`config.mk`:
```
export PLATFORM = sky130hd
export DESIGN_NAME = snake_game_ctrl_flat
export DESIGN_NICKNAME = d
export VERILOG_FILES = /design/src/rtl/snake_pkg.sv /design/src/rtl/snake_game_ctrl_if.sv /design/src/rtl/tick_divider.sv /design/src/rtl/snake_game_ctrl.sv /design/src/flat_wrapper.sv
export SDC_FILE = /design/constraint.sdc
export NUM_CORES = 1
export LEC_CHECK = 0
export BUFFER_PORTS_ARGS = -buffer_cell sky130_fd_sc_hd__buf_2
export CAP_MARGIN = 30
export CORE_UTILIZATION = 40
export DETAILED_ROUTE_END_ITERATION = 8
export PLACE_DENSITY_LB_ADDON = 0.08
export SYNTH_ARGS = -nofsm -noshare
export SYNTH_HDL_FRONTEND = slang
export SYNTH_SLANG_ARGS = --single-unit
```
`constraint.sdc`:
```
create_clock -name clk_50MHz -period 6 [get_ports clk_50MHz]
set_clock_uncertainty 0.05 [all_clocks]
set_input_delay 0.9 -clock clk_50MHz [delete_from_list [all_inputs] [get_ports clk_50MHz]]
set_output_delay 0.9 -clock clk_50MHz [all_outputs]
set_load 0.02 [all_outputs]
```
`src/rtl/snake_pkg.sv`:
```
// snake_pkg -- shared encodings and dimensions for the snake game blocks.
//   MODE_* : values of the mode bus seen by the apple-placement and body blocks
//   state_t: game sequencer states
//   LEN_W / DIV_W / FIELD_*: shared widths and playfield size
package snake_pkg;

   localparam int MODE_W = 2;
   localparam logic [MODE_W-1:0] MODE_IDLE = 2'd0;
   localparam logic [MODE_W-1:0] MODE_PLAY = 2'd1;
   localparam logic [MODE_W-1:0] MODE_OVER = 2'd2;

   typedef enum logic [1:0] {
      S_IDLE,
      S_PLAY,
      S_PAUSE,
      S_OVER
   } state_t;

   // Snake length bus width and tick-counter width (12.5M fits in 24 bits).
   localparam int LEN_W = 7;
   localparam int DIV_W = 24;

   // Playfield in cells; the body and apple blocks size their coordinates from these.
   localparam int FIELD_W   = 32;
   localparam int FIELD_H   = 24;
   localparam int FIELD_X_W = $clog2(FIELD_W);
   localparam int FIELD_Y_W = $clog2(FIELD_H);

endpackage

```
`src/rtl/snake_game_ctrl_if.sv`:
```
// snake_game_ctrl_if -- game-control bundle between the sequencer and its peers.
//   master: drives buttons and playfield flags, observes game outputs
//   slave : the sequencer (snake_game_ctrl)
//   inputs to sequencer : start_btn, pause_btn, eat_in, hit_wall, hit_body
//   outputs of sequencer: mode[1:0], paused, move_tick, grow, score[SCORE_W], length[7]
interface snake_game_ctrl_if #(
   parameter int SCORE_W = 8
);
   import snake_pkg::*;

   logic                 start_btn;
   logic                 pause_btn;
   logic                 eat_in;
   logic                 hit_wall;
   logic                 hit_body;
   logic [MODE_W-1:0]    mode;
   logic                 paused;
   logic                 move_tick;
   logic                 grow;
   logic [SCORE_W-1:0]   score;
   logic [LEN_W-1:0]     length;

   modport master (
      output start_btn, pause_btn, eat_in, hit_wall, hit_body,
      input  mode, paused, move_tick, grow, score, length
   );

   modport slave (
      input  start_btn, pause_btn, eat_in, hit_wall, hit_body,
      output mode, paused, move_tick, grow, score, length
   );

endinterface

```
`src/rtl/tick_divider.sv`:
```
// tick_divider -- move-tick generator.
//   clk_50MHz, rst_n : clock, async active-low reset
//   enable           : count this cycle (low holds the counter, no tick)
//   clear            : reset counter to 0 (wins over enable)
//   div              : period in cycles; tick fires when counter reaches div-1
//   tick             : registered one-cycle strobe
// The wrap compare is >= so that a period shortened below the current count
// wraps on the next enabled cycle instead of running off to 2^DIV_W.
module tick_divider
   import snake_pkg::*;
(
   input  logic             clk_50MHz,
   input  logic             rst_n,
   input  logic             enable,
   input  logic             clear,
   input  logic [DIV_W-1:0] div,
   output logic             tick
);

   logic [DIV_W-1:0] cnt_q, cnt_d;
   logic             tick_q, tick_d;

   always_comb begin
      cnt_d  = cnt_q;
      tick_d = 1'b0;
      if (clear) begin
         cnt_d = '0;
      end else if (enable) begin
         if (cnt_q >= div - 1'b1) begin
            cnt_d  = '0;
            tick_d = 1'b1;
         end else begin
            cnt_d = cnt_q + 1'b1;
         end
      end
   end

   always_ff @(posedge clk_50MHz or negedge rst_n) begin
      if (!rst_n) begin
         cnt_q  <= '0;
         tick_q <= 1'b0;
      end else begin
         cnt_q  <= cnt_d;
         tick_q <= tick_d;
      end
   end

   assign tick = tick_q;

endmodule

```
`src/rtl/snake_game_ctrl.sv`:
```
// snake_game_ctrl -- top-level snake game sequencer.
//   clk_50MHz : system clock
//   rst_n     : async active-low reset
//   bus       : snake_game_ctrl_if.slave (buttons, eat/hit flags in; mode,
//               paused, move_tick, grow, score, length out; all registered)
// Build option: SNAKE_SPEEDUP_EN -- shortens the move period by SPEED_STEP
// every 4 apples down to MIN_DIV. Without it the period is fixed at TICK_DIV.
//
// state   | meaning
// S_IDLE  | waiting for start, mode=IDLE (apple at home)
// S_PLAY  | game running, move ticks issued, eats counted
// S_PAUSE | frozen, mode stays PLAY, counter held, eat/hit ignored
// S_OVER  | collision seen, score/length frozen until start
module snake_game_ctrl
   import snake_pkg::*;
#(
   parameter int TICK_DIV   = 12_500_000,
   parameter int INIT_LEN   = 3,
   parameter int MAX_LEN    = 64,
   parameter int SCORE_W    = 8
`ifdef SNAKE_SPEEDUP_EN
   ,
   parameter int MIN_DIV    = 3_125_000,
   parameter int SPEED_STEP = 1_250_000
`endif
) (
   input  logic                clk_50MHz,
   input  logic                rst_n,
   snake_game_ctrl_if.slave    bus
);

   localparam logic [SCORE_W-1:0] SCORE_MAX = '1;

   state_t              state_q;
   logic [MODE_W-1:0]   mode_q;
   logic                paused_q;
   logic                grow_q;
   logic [SCORE_W-1:0]  score_q;
   logic [LEN_W-1:0]    len_q;
   logic                eat_prev_q;

   logic                collide;
   logic                eat_edge;
   logic                play_entry;
   logic                div_en;
   logic                move_tick;
   logic [DIV_W-1:0]    cur_div;

   assign collide    = bus.hit_wall | bus.hit_body;
   assign eat_edge   = bus.eat_in & ~eat_prev_q;
   assign play_entry = (state_q == S_IDLE) && bus.start_btn;
   // Counting stops in the cycle a pause or collision is taken, so no tick
   // leaks out on the transition and a resume continues from the same count.
   assign div_en     = (state_q == S_PLAY) && !collide && !bus.pause_btn;

   always_ff @(posedge clk_50MHz or negedge rst_n) begin
      if (!rst_n) begin
         state_q    <= S_IDLE;
         mode_q     <= MODE_IDLE;
         paused_q   <= 1'b0;
         grow_q     <= 1'b0;
         score_q    <= '0;
         len_q      <= LEN_W'(INIT_LEN);
         eat_prev_q <= 1'b0;
      end else begin
         eat_prev_q <= bus.eat_in;
         grow_q     <= 1'b0;
         case (state_q)
            S_IDLE: begin
               if (bus.start_btn) begin
                  state_q <= S_PLAY;
                  mode_q  <= MODE_PLAY;
                  score_q <= '0;
                  len_q   <= LEN_W'(INIT_LEN);
               end
            end
            S_PLAY: begin
               if (collide) begin
                  state_q <= S_OVER;
                  mode_q  <= MODE_OVER;
               end else begin
                  if (bus.pause_btn) begin
                     state_q  <= S_PAUSE;
                     paused_q <= 1'b1;
                  end
                  if (eat_edge) begin
                     grow_q <= 1'b1;
                     if (score_q != SCORE_MAX) score_q <= score_q + 1'b1;
                     if (len_q < LEN_W'(MAX_LEN)) len_q <= len_q + 1'b1;
                  end
               end
            end
            S_PAUSE: begin
               if (bus.pause_btn) begin
                  state_q  <= S_PLAY;
                  paused_q <= 1'b0;
               end
            end
            S_OVER: begin
               if (bus.start_btn) begin
                  state_q <= S_IDLE;
                  mode_q  <= MODE_IDLE;
               end
            end
            default: begin
               state_q <= S_IDLE;
               mode_q  <= MODE_IDLE;
            end
         endcase
      end
   end

`ifdef SNAKE_SPEEDUP_EN
   logic             score_inc;
   logic [DIV_W-1:0] cur_div_q;

   assign score_inc = (state_q == S_PLAY) && eat_edge && !collide &&
                      (score_q != SCORE_MAX);

   // Old score[1:0]==3 means the new score is a multiple of 4.
   always_ff @(posedge clk_50MHz or negedge rst_n) begin
      if (!rst_n) begin
         cur_div_q <= DIV_W'(TICK_DIV);
      end else if (play_entry) begin
         cur_div_q <= DIV_W'(TICK_DIV);
      end else if (score_inc && (score_q[1:0] == 2'b11)) begin
         if (cur_div_q >= DIV_W'(MIN_DIV + SPEED_STEP))
            cur_div_q <= cur_div_q - DIV_W'(SPEED_STEP);
         else
            cur_div_q <= DIV_W'(MIN_DIV);
      end
   end

   assign cur_div = cur_div_q;
`else
   assign cur_div = DIV_W'(TICK_DIV);
`endif

   tick_divider u_tick_divider (
      .clk_50MHz (clk_50MHz),
      .rst_n     (rst_n),
      .enable    (div_en),
      .clear     (play_entry),
      .div       (cur_div),
      .tick      (move_tick)
   );

   assign bus.mode      = mode_q;
   assign bus.paused    = paused_q;
   assign bus.move_tick = move_tick;
   assign bus.grow      = grow_q;
   assign bus.score     = score_q;
   assign bus.length    = len_q;

endmodule

```
`src/flat_wrapper.sv`:
```
// flat-port wrapper written by rule: the top's interface ports become plain ports
module snake_game_ctrl_flat import snake_pkg::*;
#(
   parameter int TICK_DIV   = 12_500_000,
   parameter int INIT_LEN   = 3,
   parameter int MAX_LEN    = 64,
   parameter int SCORE_W    = 8

)
  (clk_50MHz, rst_n, bus_start_btn, bus_pause_btn, bus_eat_in, bus_hit_wall, bus_hit_body, bus_mode, bus_paused, bus_move_tick, bus_grow, bus_score, bus_length);
  snake_game_ctrl_if #(.SCORE_W(SCORE_W)) bus_i ();
  input  logic clk_50MHz;
  input  logic rst_n;
  input wire logic [$bits(bus_i.start_btn)-1:0] bus_start_btn;
  input wire logic [$bits(bus_i.pause_btn)-1:0] bus_pause_btn;
  input wire logic [$bits(bus_i.eat_in)-1:0] bus_eat_in;
  input wire logic [$bits(bus_i.hit_wall)-1:0] bus_hit_wall;
  input wire logic [$bits(bus_i.hit_body)-1:0] bus_hit_body;
  output wire logic [$bits(bus_i.mode)-1:0] bus_mode;
  output wire logic [$bits(bus_i.paused)-1:0] bus_paused;
  output wire logic [$bits(bus_i.move_tick)-1:0] bus_move_tick;
  output wire logic [$bits(bus_i.grow)-1:0] bus_grow;
  output wire logic [$bits(bus_i.score)-1:0] bus_score;
  output wire logic [$bits(bus_i.length)-1:0] bus_length;
  assign bus_i.start_btn = bus_start_btn;
  assign bus_i.pause_btn = bus_pause_btn;
  assign bus_i.eat_in = bus_eat_in;
  assign bus_i.hit_wall = bus_hit_wall;
  assign bus_i.hit_body = bus_hit_body;
  assign bus_mode = bus_i.mode;
  assign bus_paused = bus_i.paused;
  assign bus_move_tick = bus_i.move_tick;
  assign bus_grow = bus_i.grow;
  assign bus_score = bus_i.score;
  assign bus_length = bus_i.length;
  snake_game_ctrl #(.TICK_DIV(TICK_DIV), .INIT_LEN(INIT_LEN), .MAX_LEN(MAX_LEN), .SCORE_W(SCORE_W)) u_core (.clk_50MHz(clk_50MHz), .rst_n(rst_n), .bus(bus_i));
endmodule
```
==> metrics.txt <==
CP Launch Type input pin; Switch Pwr 0.000337 W; Worst-path clk slew 0.09 ns; sequential share of power 0.463; syn_nets 274; status finished, final reports clean; dpl ws 3.21 ns; dpl cell area 0.00268 mm^2; TritonCTS buffer count 5; Worst Setup End Kind register; CTS hold repair buffers 0; WP data required 6.18 ns; worst hold path class register to register; post-synthesis sequential area ratio 0.474; fraction of layout cells with a size suffix above 1 0.182; fin nets 300; final hold violation count 0; slowest stage delay, CP 0.59 ns; Async S/R FF share, synth 1.00; num ports 27; vias per std cell 5.50; post-synthesis mux area share 0.00804; worst path arrival time 2.64 ns; CP Class input pin to register; setup TNS 0 ns; Worst path slowest cell or4b_4; Post-Syn Area per Cell 9.43 um^2; first-pass GRT wire length 8690 um; WHS Path Cells 2; Setup Fix Bufs, Post-CTS 0; Cells after DPL 358; pin count of the biggest net entering global routing 48; post-synth top area share 0.452; DIE HEIGHT 80.9 um; Buffers on Ports 26; core area 0.00596 mm^2; vias post-DR 2013; Syn. warnings 0; number of flops mapped to enable cells by yosys 0; post-route ant nets 0; Compound-Gate Fraction of Synth Area 0.153; max-cap violations 0; final worst slack 3.54 ns; Root Driver clkbuf_8; # clock sinks 47; Die Width 80.9 um; GRT overflow 0; Post-Synth Adder-Cell Area 0.0151; Reg2Reg Setup Slack 3.57 ns; initial core utilization 0.418; critical path buffer and inverter count 1; Slew Limit Fails 0; maximum vdd ir drop 0.168 mV; Finished Cell Area 0.00280 mm^2; Pint 0.000585 W; simple-gate portion of the synthesized area 0.268; worst reg2reg path depth 5; Fmax 406 MHz; min Tclk post-route 2.46 ns; logic gate share of total power 0.273; Post-Syn Area 0.00249 mm^2; drt wl/cell 14.6 um; die area 0.00654 mm^2; worst-path cell chain buf_2 -> or4b_4 -> nand2_1 -> nand2_1 -> or4_1 -> a21oi_1; Slew Limit Headroom 0.438; row cnt 28; DRC viols 0; Overall Global Routing Usage 0.173; post-CTS resize count 0; antenna violations before repair 0; top post-synthesis cells by area dfrtp_1 (45%), xor2_1 (5.6%), nand2_1 (4.7%); Slew @ Worst Pin 0.835 ns; pwr dens 330 mW/mm^2; number of DRC markers in iteration 0 94; critical-path maximum fanout 8; Synth Area in XOR/XNOR 0.0598; gpl congestion 0.784; WL final 5330 um; Clock Path Buffers 2; #FFs+latches synth 47; RSZ-0062 raised after global routing false; Distinct cells, synth 53; dpl hpwl 3620 um; final-report setup violation count 0; H-Tree Depth 2; RR Endpoint u_core.u_tick_divider.cnt_q[22]$_DFFE_PN0P_; HP Start u_core.bus.mode[0]$_DFFE_PN0P_; ant diodes 0; Clock Latency Late Sink 0.30 ns; Cells after Synth 264; Power Total 0.000922 W; largest area contributor in the netlist dfrtp_1; Final period util 0.411; cell family with most CP delay simple AND/OR/NAND/NOR gates; Leak 1.23 nW; Non-Filler Instances 366; most frequent cells in the layout dfrtp_1 (45), nand2_1 (31), nor2_1 (31); worst r2r src u_core.state_q[1]$_DFFE_PN0P_; Primary FF master, synth dfrtp_1; cell mode on critical path nand2_1; sw frac 0.365; commonest non-fill, non-tap cell in the layout dfrtp_1; Clk pwr share 0.265; number of global-route vias before repair 1768; router iterations before antenna repair 4; hold path endpoint u_core.bus.mode[0]$_DFFE_PN0P_; area delta synth->final 12.5%; CTS tree done; largest family of logic cells by synthesized area simple AND/OR/NAND/NOR gates; final-layout fill cell count 598
worst max-delay path by stage:
stage	to	depth (start not counted)	start
6_report	u_core.u_tick_divider.cnt_q[23]$_DFFE_PN0P_	6	bus_pause_btn
3_5_place_dp	u_core.u_tick_divider.cnt_q[23]$_DFFE_PN0P_	6	bus_pause_btn
2_1_floorplan	u_core.u_tick_divider.cnt_q[12]$_DFFE_PN0P_	5	bus_pause_btn
5_1_grt	u_core.u_tick_divider.cnt_q[18]$_DFFE_PN0P_	5	u_core.state_q[1]$_DFFE_PN0P_
3_3_place_gp	u_core.u_tick_divider.cnt_q[23]$_DFFE_PN0P_	6	bus_pause_btn
4_1_cts	u_core.u_tick_divider.cnt_q[23]$_DFFE_PN0P_	6	bus_pause_btn
registers in the layout (all words and copies together) (netlist names):
signal                       count
u_core.bus.length                7
u_core.state_q                   2
u_core.bus.grow                  1
u_core.bus.score                 8
u_core.u_tick_divider.cnt_q     24
u_core.eat_prev_q                1
u_core.bus.mode                  2
u_core.bus.paused                1
u_core.u_tick_divider.tick       1
through the flow:
| step | util | hold slack (ns) |
|---|---|---|
| 2_1_floorplan | - | 0.424 |
| 6_report | 0.470 | 0.483 |
| 3_5_place_dp | 0.450 | 0.465 |
| 4_1_cts | 0.470 | 0.483 |
| 3_3_place_gp | 0.450 | 0.455 |
| 5_1_grt | 0.470 | 0.507 |
cell type report:
cell class                 instances  area (um^2)  share of cell area
clock buffer                       6         82.6              0.0295
clock inverter                     2         35.0              0.0125
inverter                           4         15.0             0.00536
multi-input combinational        205         1260               0.449
sequential                        47         1180               0.421
tap                               75         93.8              0.0335
timing repair buffer              27          138              0.0492
cells in the mapped netlist (all sizes together) (2+ instances only):
| cell | instances |
|---|---|
| a41oi | 3 |
| nand4 | 11 |
| nand2 | 31 |
| or2 | 2 |
| clkbuf | 5 |
| and3 | 8 |
| xor2 | 16 |
| ha | 3 |
| o22ai | 2 |
| nor2b | 3 |
| o21ai | 18 |
| a31oi | 5 |
| buf | 3 |
| nor4 | 2 |
| o311ai | 3 |
| and2 | 2 |
| o31ai | 3 |
| or4 | 2 |
| mux2i | 2 |
| nor2 | 31 |
| nand2b | 2 |
| nor3 | 2 |
| dfrtp | 45 |
| inv | 4 |
| and4 | 3 |
| nand3 | 21 |
| a21oi | 13 |
| dfstp | 2 |
| or3 | 3 |
worst min-delay path: stages (launching register included):
cell and delay [ns]:
dfrtp_1 0.38, nand2_1 0.05, o21ai_0 0.07
metal layers:
metal / up-vias / track usage / routed length, um
met5: - / 0 / 0
li1: 1013 / - / -
met4: 0 / 0.0589 / 64
met1: 967 / 0.262 / 2730
met3: 5 / 0.0393 / 159
met2: 28 / 0.239 / 2370
power groups by stage:
stage / Sequential [W] / Clock, W / Combinational (W)
after floorplan: 0.000441 / 0 / 0.000172
after global placement: 0.000433 / 0 / 0.000253
after detailed placement: 0.000433 / 0 / 0.000253
after CTS: 0.000427 / 0.000254 / 0.000254
after global routing: 0.000437 / 0.000265 / 0.000283
final: 0.000427 / 0.000244 / 0.000252
kinds of logic (layout without fill, tap and decap cells):
| group | count (synthesis) | count (layout) |
|---|---|---|
| AO/OA/AOI/OAI | 54 | 54 |
| XOR/XNOR | 17 | 17 |
| adder cells (fa/ha/maj) | 3 | 3 |
| buffers and inverters | 12 | 39 |
| flip-flops | 47 | 47 |
| multiplexers | 2 | 2 |
| AND/OR/NAND/NOR | 129 | 129 |
(Power assumes the default switching activity.)
